===== src/rtl/writeback_arbiter_rr.sv =====
// Buffered writeback arbiter: per-channel FIFOs share one RF write port.
// Round-robin by default; define WB_FIXED_PRI_EN for fixed lowest-index priority.
module writeback_arbiter_rr #(
  parameter int REQ_CHANNELS = 4,
  parameter int FIFO_DEPTH   = 2,
  parameter int REGS_PER_RID = 64,
  parameter int VREG_W       = 6,
  parameter int DATA_W       = 32,
  parameter int RID_W        = 4,
  parameter int GREG_W       = 9
) (
  input  logic                           clk,
  input  logic                           rst,
  input  logic [REQ_CHANNELS-1:0]        reqs,
  input  logic [REQ_CHANNELS*VREG_W-1:0] reqVRegIdx,
  input  logic [REQ_CHANNELS*DATA_W-1:0] reqDataVecs,
  input  logic [REQ_CHANNELS*RID_W-1:0]  reqRID,
  output logic [REQ_CHANNELS-1:0]        stallVec,
  output logic [REQ_CHANNELS-1:0]        grant_oh,
  output logic                           RFwen,
  output logic [GREG_W-1:0]              RFwAddr,
  output logic [DATA_W-1:0]              RFwData,
  output logic                           wbValid,
  output logic [RID_W-1:0]               wbRID,
  output logic [VREG_W-1:0]              wbVreg
);
  localparam int N  = REQ_CHANNELS;
  localparam int D  = FIFO_DEPTH;
  localparam int EW = VREG_W + DATA_W + RID_W;
  localparam int PW = (D > 1) ? $clog2(D) : 1;
  localparam int DM = 2 ** PW;
  localparam int CW = $clog2(D + 1);
  localparam int AW = $clog2(N);

  logic [N-1:0][DM-1:0][EW-1:0] mem_q, mem_d;
  logic [N-1:0][PW-1:0]         wp_q, wp_d;
  logic [N-1:0][PW-1:0]         rp_q, rp_d;
  logic [N-1:0][CW-1:0]         cnt_q, cnt_d;
  logic [N-1:0]                 push, pop;
  logic                         found;
  logic [AW-1:0]                win;
  logic [EW-1:0]                head;

  logic              rfwen_q, rfwen_d;
  logic [N-1:0]      grant_q, grant_d;
  logic [GREG_W-1:0] addr_q, addr_d;
  logic [DATA_W-1:0] data_q, data_d;
  logic [RID_W-1:0]  rid_q, rid_d;
  logic [VREG_W-1:0] vreg_q, vreg_d;

`ifndef WB_FIXED_PRI_EN
  logic [AW-1:0] ptr_q, ptr_d;
`endif

  function automatic logic [PW-1:0] nxt(input logic [PW-1:0] p);
    return (p == PW'(D - 1)) ? '0 : p + PW'(1);
  endfunction

  always_comb begin
    for (int i = 0; i < N; i++) begin
      stallVec[i] = (cnt_q[i] == CW'(D));
    end
  end

  // Reverse scan so the last hit is the first candidate in priority order.
  always_comb begin
    found = 1'b0;
    win   = '0;
`ifdef WB_FIXED_PRI_EN
    for (int i = N - 1; i >= 0; i--) begin
      if (cnt_q[i] != '0) begin
        found = 1'b1;
        win   = AW'(i);
      end
    end
`else
    for (int k = N - 1; k >= 0; k--) begin
      if (cnt_q[AW'((int'(ptr_q) + k) % N)] != '0) begin
        found = 1'b1;
        win   = AW'((int'(ptr_q) + k) % N);
      end
    end
`endif
  end

  assign head = mem_q[win][rp_q[win]];

  always_comb begin
    mem_d = mem_q;
    wp_d  = wp_q;
    rp_d  = rp_q;
    cnt_d = cnt_q;
    push  = '0;
    pop   = '0;
    for (int i = 0; i < N; i++) begin
      push[i] = reqs[i] & ~stallVec[i];
      pop[i]  = found && (win == AW'(i));
      if (push[i]) begin
        mem_d[i][wp_q[i]] = {reqVRegIdx[i*VREG_W +: VREG_W],
                             reqDataVecs[i*DATA_W +: DATA_W],
                             reqRID[i*RID_W +: RID_W]};
        wp_d[i] = nxt(wp_q[i]);
      end
      if (pop[i]) begin
        rp_d[i] = nxt(rp_q[i]);
      end
      cnt_d[i] = cnt_q[i] + CW'(push[i]) - CW'(pop[i]);
    end
  end

  always_comb begin
    rfwen_d = found;
    grant_d = '0;
    addr_d  = addr_q;
    data_d  = data_q;
    rid_d   = rid_q;
    vreg_d  = vreg_q;
    if (found) begin
      grant_d[win] = 1'b1;
      {vreg_d, data_d, rid_d} = head;
      addr_d = GREG_W'(head[RID_W-1:0]) * GREG_W'(REGS_PER_RID)
             + GREG_W'(head[EW-1 -: VREG_W]);
    end
  end

`ifndef WB_FIXED_PRI_EN
  always_comb begin
    ptr_d = ptr_q;
    if (found) begin
      ptr_d = (win == AW'(N - 1)) ? '0 : win + AW'(1);
    end
  end

  always_ff @(posedge clk or posedge rst) begin
    if (rst) ptr_q <= '0;
    else     ptr_q <= ptr_d;
  end
`endif

  always_ff @(posedge clk or posedge rst) begin
    if (rst) begin
      mem_q   <= '0;
      wp_q    <= '0;
      rp_q    <= '0;
      cnt_q   <= '0;
      rfwen_q <= 1'b0;
      grant_q <= '0;
      addr_q  <= '0;
      data_q  <= '0;
      rid_q   <= '0;
      vreg_q  <= '0;
    end else begin
      mem_q   <= mem_d;
      wp_q    <= wp_d;
      rp_q    <= rp_d;
      cnt_q   <= cnt_d;
      rfwen_q <= rfwen_d;
      grant_q <= grant_d;
      addr_q  <= addr_d;
      data_q  <= data_d;
      rid_q   <= rid_d;
      vreg_q  <= vreg_d;
    end
  end

  assign RFwen    = rfwen_q;
  assign wbValid  = rfwen_q;
  assign grant_oh = grant_q;
  assign RFwAddr  = addr_q;
  assign RFwData  = data_q;
  assign wbRID    = rid_q;
  assign wbVreg   = vreg_q;

endmodule


===== config.mk =====
export PLATFORM = sky130hd
export DESIGN_NAME = writeback_arbiter_rr
export DESIGN_NICKNAME = d
export VERILOG_FILES = /design/src/rtl/writeback_arbiter_rr.sv
export SDC_FILE = /design/constraint.sdc
export NUM_CORES = 1
export LEC_CHECK = 0
export CORE_MARGIN = 1.5
export CORE_UTILIZATION = 60
export CTS_BUF_LIST = sky130_fd_sc_hd__clkbuf_2
export DETAILED_ROUTE_END_ITERATION = 8
export GPL_TIMING_DRIVEN = 0
export PLACE_DENSITY_LB_ADDON = 0.25
export RECOVER_POWER = 25
export SLEW_MARGIN = 20
export SYNTH_ARGS = -nofsm -noshare
export SYNTH_HDL_FRONTEND = slang
export SYNTH_SLANG_ARGS = --single-unit

===== constraint.sdc =====
create_clock -name clk -period 32.1 [get_ports clk]
set_input_delay 3.21 -clock clk [delete_from_list [all_inputs] [get_ports clk]]
set_output_delay 3.21 -clock clk [all_outputs]
set_load 0.01 [all_outputs]

==> impl_metrics.ini, run 1 <==
[synthesis]
synthArstFlopShare_pct = 100
yosysTopAreaCell = dfrtp_1
synth_top_cell_area_share_pct = 55.7
synth_xor_xnor_area_share_pct = 0.680
synth_compound_area_share_pct = 6.21
synth_nets = 1580
syn_area_um2 = 18000
yosys-top-cells-count = dfrtp_1 (401), mux2_2 (336), nand2_1 (134)
ys_ff_latch = 401
yosysMostFrequentCell = dfrtp_1
yosysSeqAreaShare_pct = 55.7
synthFlopType = dfrtp_1
synth_top_family_by_area = multiplexers
avgSynthCellArea_um2 = 12.9
ys_warn_count = 0
synth_edf_count = 0
syn_inst = 1398
synthDistinctLibCells = 42
netlist_top_cells_area = dfrtp_1 (56%), mux2_2 (21%), mux2i_1 (7.0%)
synthAdderAreaFrac_pct = 0.555
yosys-mux-area-fraction_pct = 28.0
synthSimpleGateAreaFrac_pct = 5.82

[timing]
worstMarginPinSlew_ns = 5.48
rsz0062_at_grt = no
setup_viol = 0
final.period_utilization_pct = 33.1
relSlewSlack_pct = -266
fin_tns_setup_ns = 0
skew_ns = 0.0707
slew_violations = 211
hold_violations = 0
max_freq_mhz = 94.1
post-route-min-period_ns = 10.63

[setup_path]
cp.arrival_ns = 10.31
critPathCapture = mem_q[24]
startpoint = rst
r2r_start = cnt_q[4]
crit_type = input pin to asynchronous set/reset pin
cp.required_ns = 31.79
crit_path_end_kind = asynchronous set/reset pin
r2r_cells = 10
cp-start-kind = input pin
reg2reg_to = wbVreg[0]
worst-r2r-setup-slack_ns = 27.61
cp_max_fo = 105

[route]
drt-total-wl_um = 47200
routedWlPerCell_um = 21.6
num_vias = 12800
first_pass_iters = 7
drt_first_iter_violations = 737
drc_errors = 0
ant_nets = 0
routed_via_density = 5.87

[final_layout]
syn_to_final_growth_pct = 20.5
final_cells = 2187
layout.nets = 1918
layout-drive-gt1-share_pct = 28.1

[die]
dieArea_um2 = 31100
io_pins = 235
die_w_um = 176
row_count = 63
start_util_pct = 60.8
die_y_um = 176
core_area_um2 = 29600

[min_path]
hold_path.class = register to register

[clock_network]
cts_setup_buffers = 0
post_cts_resized = 0
clock_latency_ns = 0.96
cts.sinks = 401
clock_path_buffers = 3
path_clk_slew_ns = 0.09
h-tree-depth = 3
cts_buffers = 99
cts-root-buf = clkbuf_2
cts_tree = done
cts_hold_buf = 0

[job]
drv_cap = 2

[grt]
grt-ovfl-total = 0
grt_use_total_pct = 30.9
antenna_found_initial = 7
grt_pass1_wl_um = 73300
grt_pass1_vias = 13500
grt_max_degree = 108

[placement]
gp_congestion = 0.869
dp.cells = 2025
io_buffers = 234
place_hpwl_um = 32900

[power]
power.total_w = 0.00266
p_per_area_nw_per_um2 = 122
irDropWorstVdd_mv = 0.0703
p_leak_nw = 9.28

[status]
violations = max-capacitance violations, max-slew violations
outcome = finished with violations
[worst min path at each step]
stage,from,end,depth (start not counted)
after CTS,rp_q[0],rp_q[0],1
final,rp_q[0],rp_q[0],1
after global placement,rp_q[0],rp_q[0],1
after detailed placement,rp_q[0],rp_q[0],1
after floorplan,rp_q[3],rp_q[3],1
after global routing,rp_q[0],rp_q[0],1
[registers in the layout, indices dropped and copies added (netlist names)]
name and cells:
wbVreg 5, ptr_q 2, RFwAddr 3, grant_oh 4, cnt_q 8, rp_q 4, RFwData 32, mem_q 336
RFwen 1, wp_q 4, wbRID 2
[through the flow]
stage	area [um^2]	util, %	hold slack, ns	setup WS (ns)
2_1_floorplan	18000	-	0.441	17.74
3_3_place_gp	20900	70.4	0.456	13.47
3_5_place_dp	21000	70.7	0.462	26.56
4_1_cts	21800	73.5	0.477	26.66
5_1_grt	21700	73.3	0.491	19.81
6_report	21700	73.3	0.488	21.47
[critical path: stages]
cell and delay, ns:
dlygate4sd3_1 0.54, clkinvlp_2 2.45, clkbuf_1 3.99
[report_power, final]
| part | total, W | internal [W] | switching, W |
|---|---|---|---|
| Combinational | 0.00141 | 0.000657 | 0.000753 |
| Clock | 0.000326 | 0.000126 | 0.000199 |
| Sequential | 0.000922 | 0.000777 | 0.000144 |
[cell families (layout without fill, tap and decap cells)]
group,count (synthesis),after routing
flops,401,401
fa+ha+maj,8,8
buf+inv,122,516
xor+xnor,14,14
mux,462,462
compound gates,183,183
simple gates,208,208
other cells,0,5
[layout make-up]
| cell class | count | area [um^2] |
|---|---|---|
| flip-flops and latches | 401 | 10000 |
| fillers | 2094 | 7920 |
| multi-input cells | 875 | 7430 |
| repair buffers | 237 | 2400 |
| clock buffers | 133 | 666 |
| well taps | 390 | 488 |
| plain buffers | 110 | 484 |
| clock inverters | 24 | 158 |
| inverters | 12 | 46.3 |
| diodes | 5 | 12.5 |
[metal layers]
metal / up-vias / share of wire, % / track usage [%]
met5: - / 0.057 / 0
met4: 4 / 2.4 / 11.4
met3: 82 / 7.2 / 7.32
met2: 466 / 48 / 50.0
met1: 6551 / 42 / 40.9
li1: 5742 / - / -
[cell usage in the layout, fill, tap and decap left out, types with 4 or more instances in the layout]
| cell | count |
|---|---|
| nand3_1 | 5 |
| clkdlybuf4s50_1 | 229 |
| dlygate4sd3_1 | 5 |
| nor4b_1 | 42 |
| mux2i_1 | 126 |
| o21ai_0 | 86 |
| clkbuf_1 | 88 |
| inv_1 | 11 |
| o211ai_1 | 42 |
| mux2_2 | 336 |
| clkbuf_2 | 133 |
| buf_2 | 8 |
| clkinv_1 | 18 |
| dfrtp_1 | 401 |
| buf_4 | 12 |
| nor2_1 | 7 |
| clkinvlp_4 | 4 |
| ha_1 | 8 |
| diode_2 | 5 |
| nand2_1 | 134 |
| xnor2_1 | 12 |
| a31oi_1 | 42 |
| or2_2 | 4 |
| nand2b_1 | 4 |
(Power assumes the default switching activity.)
==> run 2, diff against run 1 <==
- CORE_UTILIZATION: 60 -> 52
- clock period: 32.1 -> 8.9 ns (I/O delays scaled with it)
==> run 2 against run 1 <==
  * The flow still finishes with violations (max-capacitance violations, max-slew violations)
  * Critical path depth rose by 2
  * Worst hold slack worse by 0.023 ns
  * Final area is 0.86% higher
  * Count of clock-buffer cells in the layout increased by 7
  * Combinational power grew to 3.6 times the previous value
  * Non-clock buffer count increased by 11
  * Sequential share of layout area down 0.40 points
  * First-iteration DRC count rose by 0.68%
  * Global-route usage down 3.3 points
  * Cell count increased by 3.6%
  * Highest routed layer is now met4
==> impl_metrics.ini, run 2 (synthesis results as in run 1) <==
[setup_path]
cp.required_ns = 9.58
cp-start-kind = input pin
cp_slowest_cell = clkbuf_1
max_stage_delay_ns = 1.41
path_common_cell = clkbuf_1
cp_cell_sequence = dlygate4sd3_1 > clkinvlp_2 > clkbuf_1 > clkbuf_1 > clkbuf_1
crit_path_end_kind = asynchronous set/reset pin
cp.arrival_ns = 5.12
cp_max_fo = 35
crit_type = input pin to asynchronous set/reset pin

[route]
drt-total-wl_um = 48000
routedWlPerCell_um = 21.2
ant_nets = 0
drt_first_iter_violations = 742
first_pass_iters = 6
drc_errors = 0
routed_via_density = 5.66
num_vias = 12800

[min_path]
hold_path.class = input pin to asynchronous set/reset pin

[final_layout]
largest_reg_flops = 336
layout-drive-gt1-share_pct = 28.8
n_fill_cell = 2785
final_cell_mix = dfrtp_1 (401), mux2_2 (336), clkdlybuf4s50_1 (233)
layout.nets = 1930
regMostFlops = mem_q
syn_to_final_growth_pct = 21.5
final_common_cell = dfrtp_1

[timing]
setup_viol = 0
slew_violations = 200
rsz0062_at_grt = no
post-route-min-period_ns = 4.43
final.period_utilization_pct = 49.8
fin_tns_setup_ns = 0
skew_ns = 0.0757
hold_violations = 0
hold_ws_ns = 0.465
max_freq_mhz = 225
worstMarginPinSlew_ns = 1.94
relSlewSlack_pct = -29.6

[die]
row_count = 68
die_y_um = 189
die_w_um = 189
core_area_um2 = 34400
dieArea_um2 = 35800
start_util_pct = 52.4
io_pins = 235

[power]
p_leak_nw = 9.35
irDropWorstVdd_mv = 0.206
p_per_area_nw_per_um2 = 438

[clock_network]
cts.sinks = 401
clock_path_buffers = 3
h-tree-depth = 3
clock_latency_ns = 0.96
path_clk_slew_ns = 0.10
cts_setup_buffers = 0
cts_tree = done
cts_hold_buf = 0
cts-root-buf = clkbuf_2
post_cts_resized = 0
cts_buffers = 100

[grt]
grt_pass1_vias = 13700
grt_use_total_pct = 27.6
grt_pass1_wl_um = 75300
grt-ovfl-total = 0
grt_max_degree = 36
antenna_found_initial = 6

[status]
violations = max-capacitance violations, max-slew violations
outcome = finished with violations

[job]
drv_cap = 6

[placement]
io_buffers = 234
gp_congestion = 0.855
place_hpwl_um = 34100
## run 2: cell types whose count changed in the layout (fill, tap and decap cells not counted), moves of 3 or more
| cell | change |
|---|---|
| clkbuf_2 | +7 |
| buf_12 | +3 |
| clkinv_1 | -3 |
| clkinvlp_4 | -3 |
| dlygate4sd3_1 | -4 |
| buf_2 | +4 |
| clkdlybuf4s50_1 | +4 |
## run 2: worst max-delay path: cells and delay by family
kind,cells,cell delay (ns)
buf+inv,5,4.18
## run 2: final timing paths
path,from,end,slack [ns],cells after the start
setup / recovery,rst,mem_q[110],4.47,5
hold / removal,rst,mem_q[211],0.46,2
setup reg to reg,ptr_q[1],cnt_q[7],5.04,12
hold reg to reg,rp_q[0],rp_q[0],0.49,1
max in group clk,ptr_q[1],cnt_q[7],5.04,12
min in group clk,rp_q[0],rp_q[0],0.49,1
## run 2: metal layers
layer / wire length [um] / GRT usage [%] / up-vias
met5: 0 / 0 / -
met4: 1460 / 11.4 / 0
met3: 2960 / 5.25 / 109
met2: 22900 / 44.3 / 433
met1: 20700 / 37.0 / 6521
li1: - / - / 5767
## run 2: layout make-up
type / instances / area (um^2) / share of cell area (%)
plain buffers: 110 / 512 / 2.34
inverters: 12 / 46.3 / 0.211
well taps: 455 / 569 / 2.60
diodes: 6 / 15.0 / 0.0685
multi-input cells: 875 / 7440 / 34.0
repair buffers: 248 / 2490 / 11.4
clock buffers: 140 / 701 / 3.20
flip-flops and latches: 401 / 10000 / 45.8
clock inverters: 18 / 97.6 / 0.446
## run 2: power breakdown
group	switching (W)	leakage [nW]	total [W]	internal, W
Sequential	0.000507	4.74	0.00331	0.00280
Combinational	0.00272	3.99	0.00513	0.00241
Clock	0.000720	0.624	0.00116	0.000441
## run 2: stage by stage
stage / power (W) / cell area (um^2) / std cells / setup slack, ns / util (%)
2_1_floorplan: 0.00677 / 18000 / 1398 / 2.61 / -
3_3_place_gp: 0.00828 / 20900 / 2087 / 0.140 / 60.9
3_5_place_dp: 0.00847 / 21200 / 2101 / 5.10 / 61.8
4_1_cts: 0.00964 / 22000 / 2259 / 5.04 / 64.1
5_1_grt: 0.0102 / 21900 / 2263 / 3.72 / 63.7
6_report: 0.00960 / 21900 / 2265 / 4.47 / 63.7
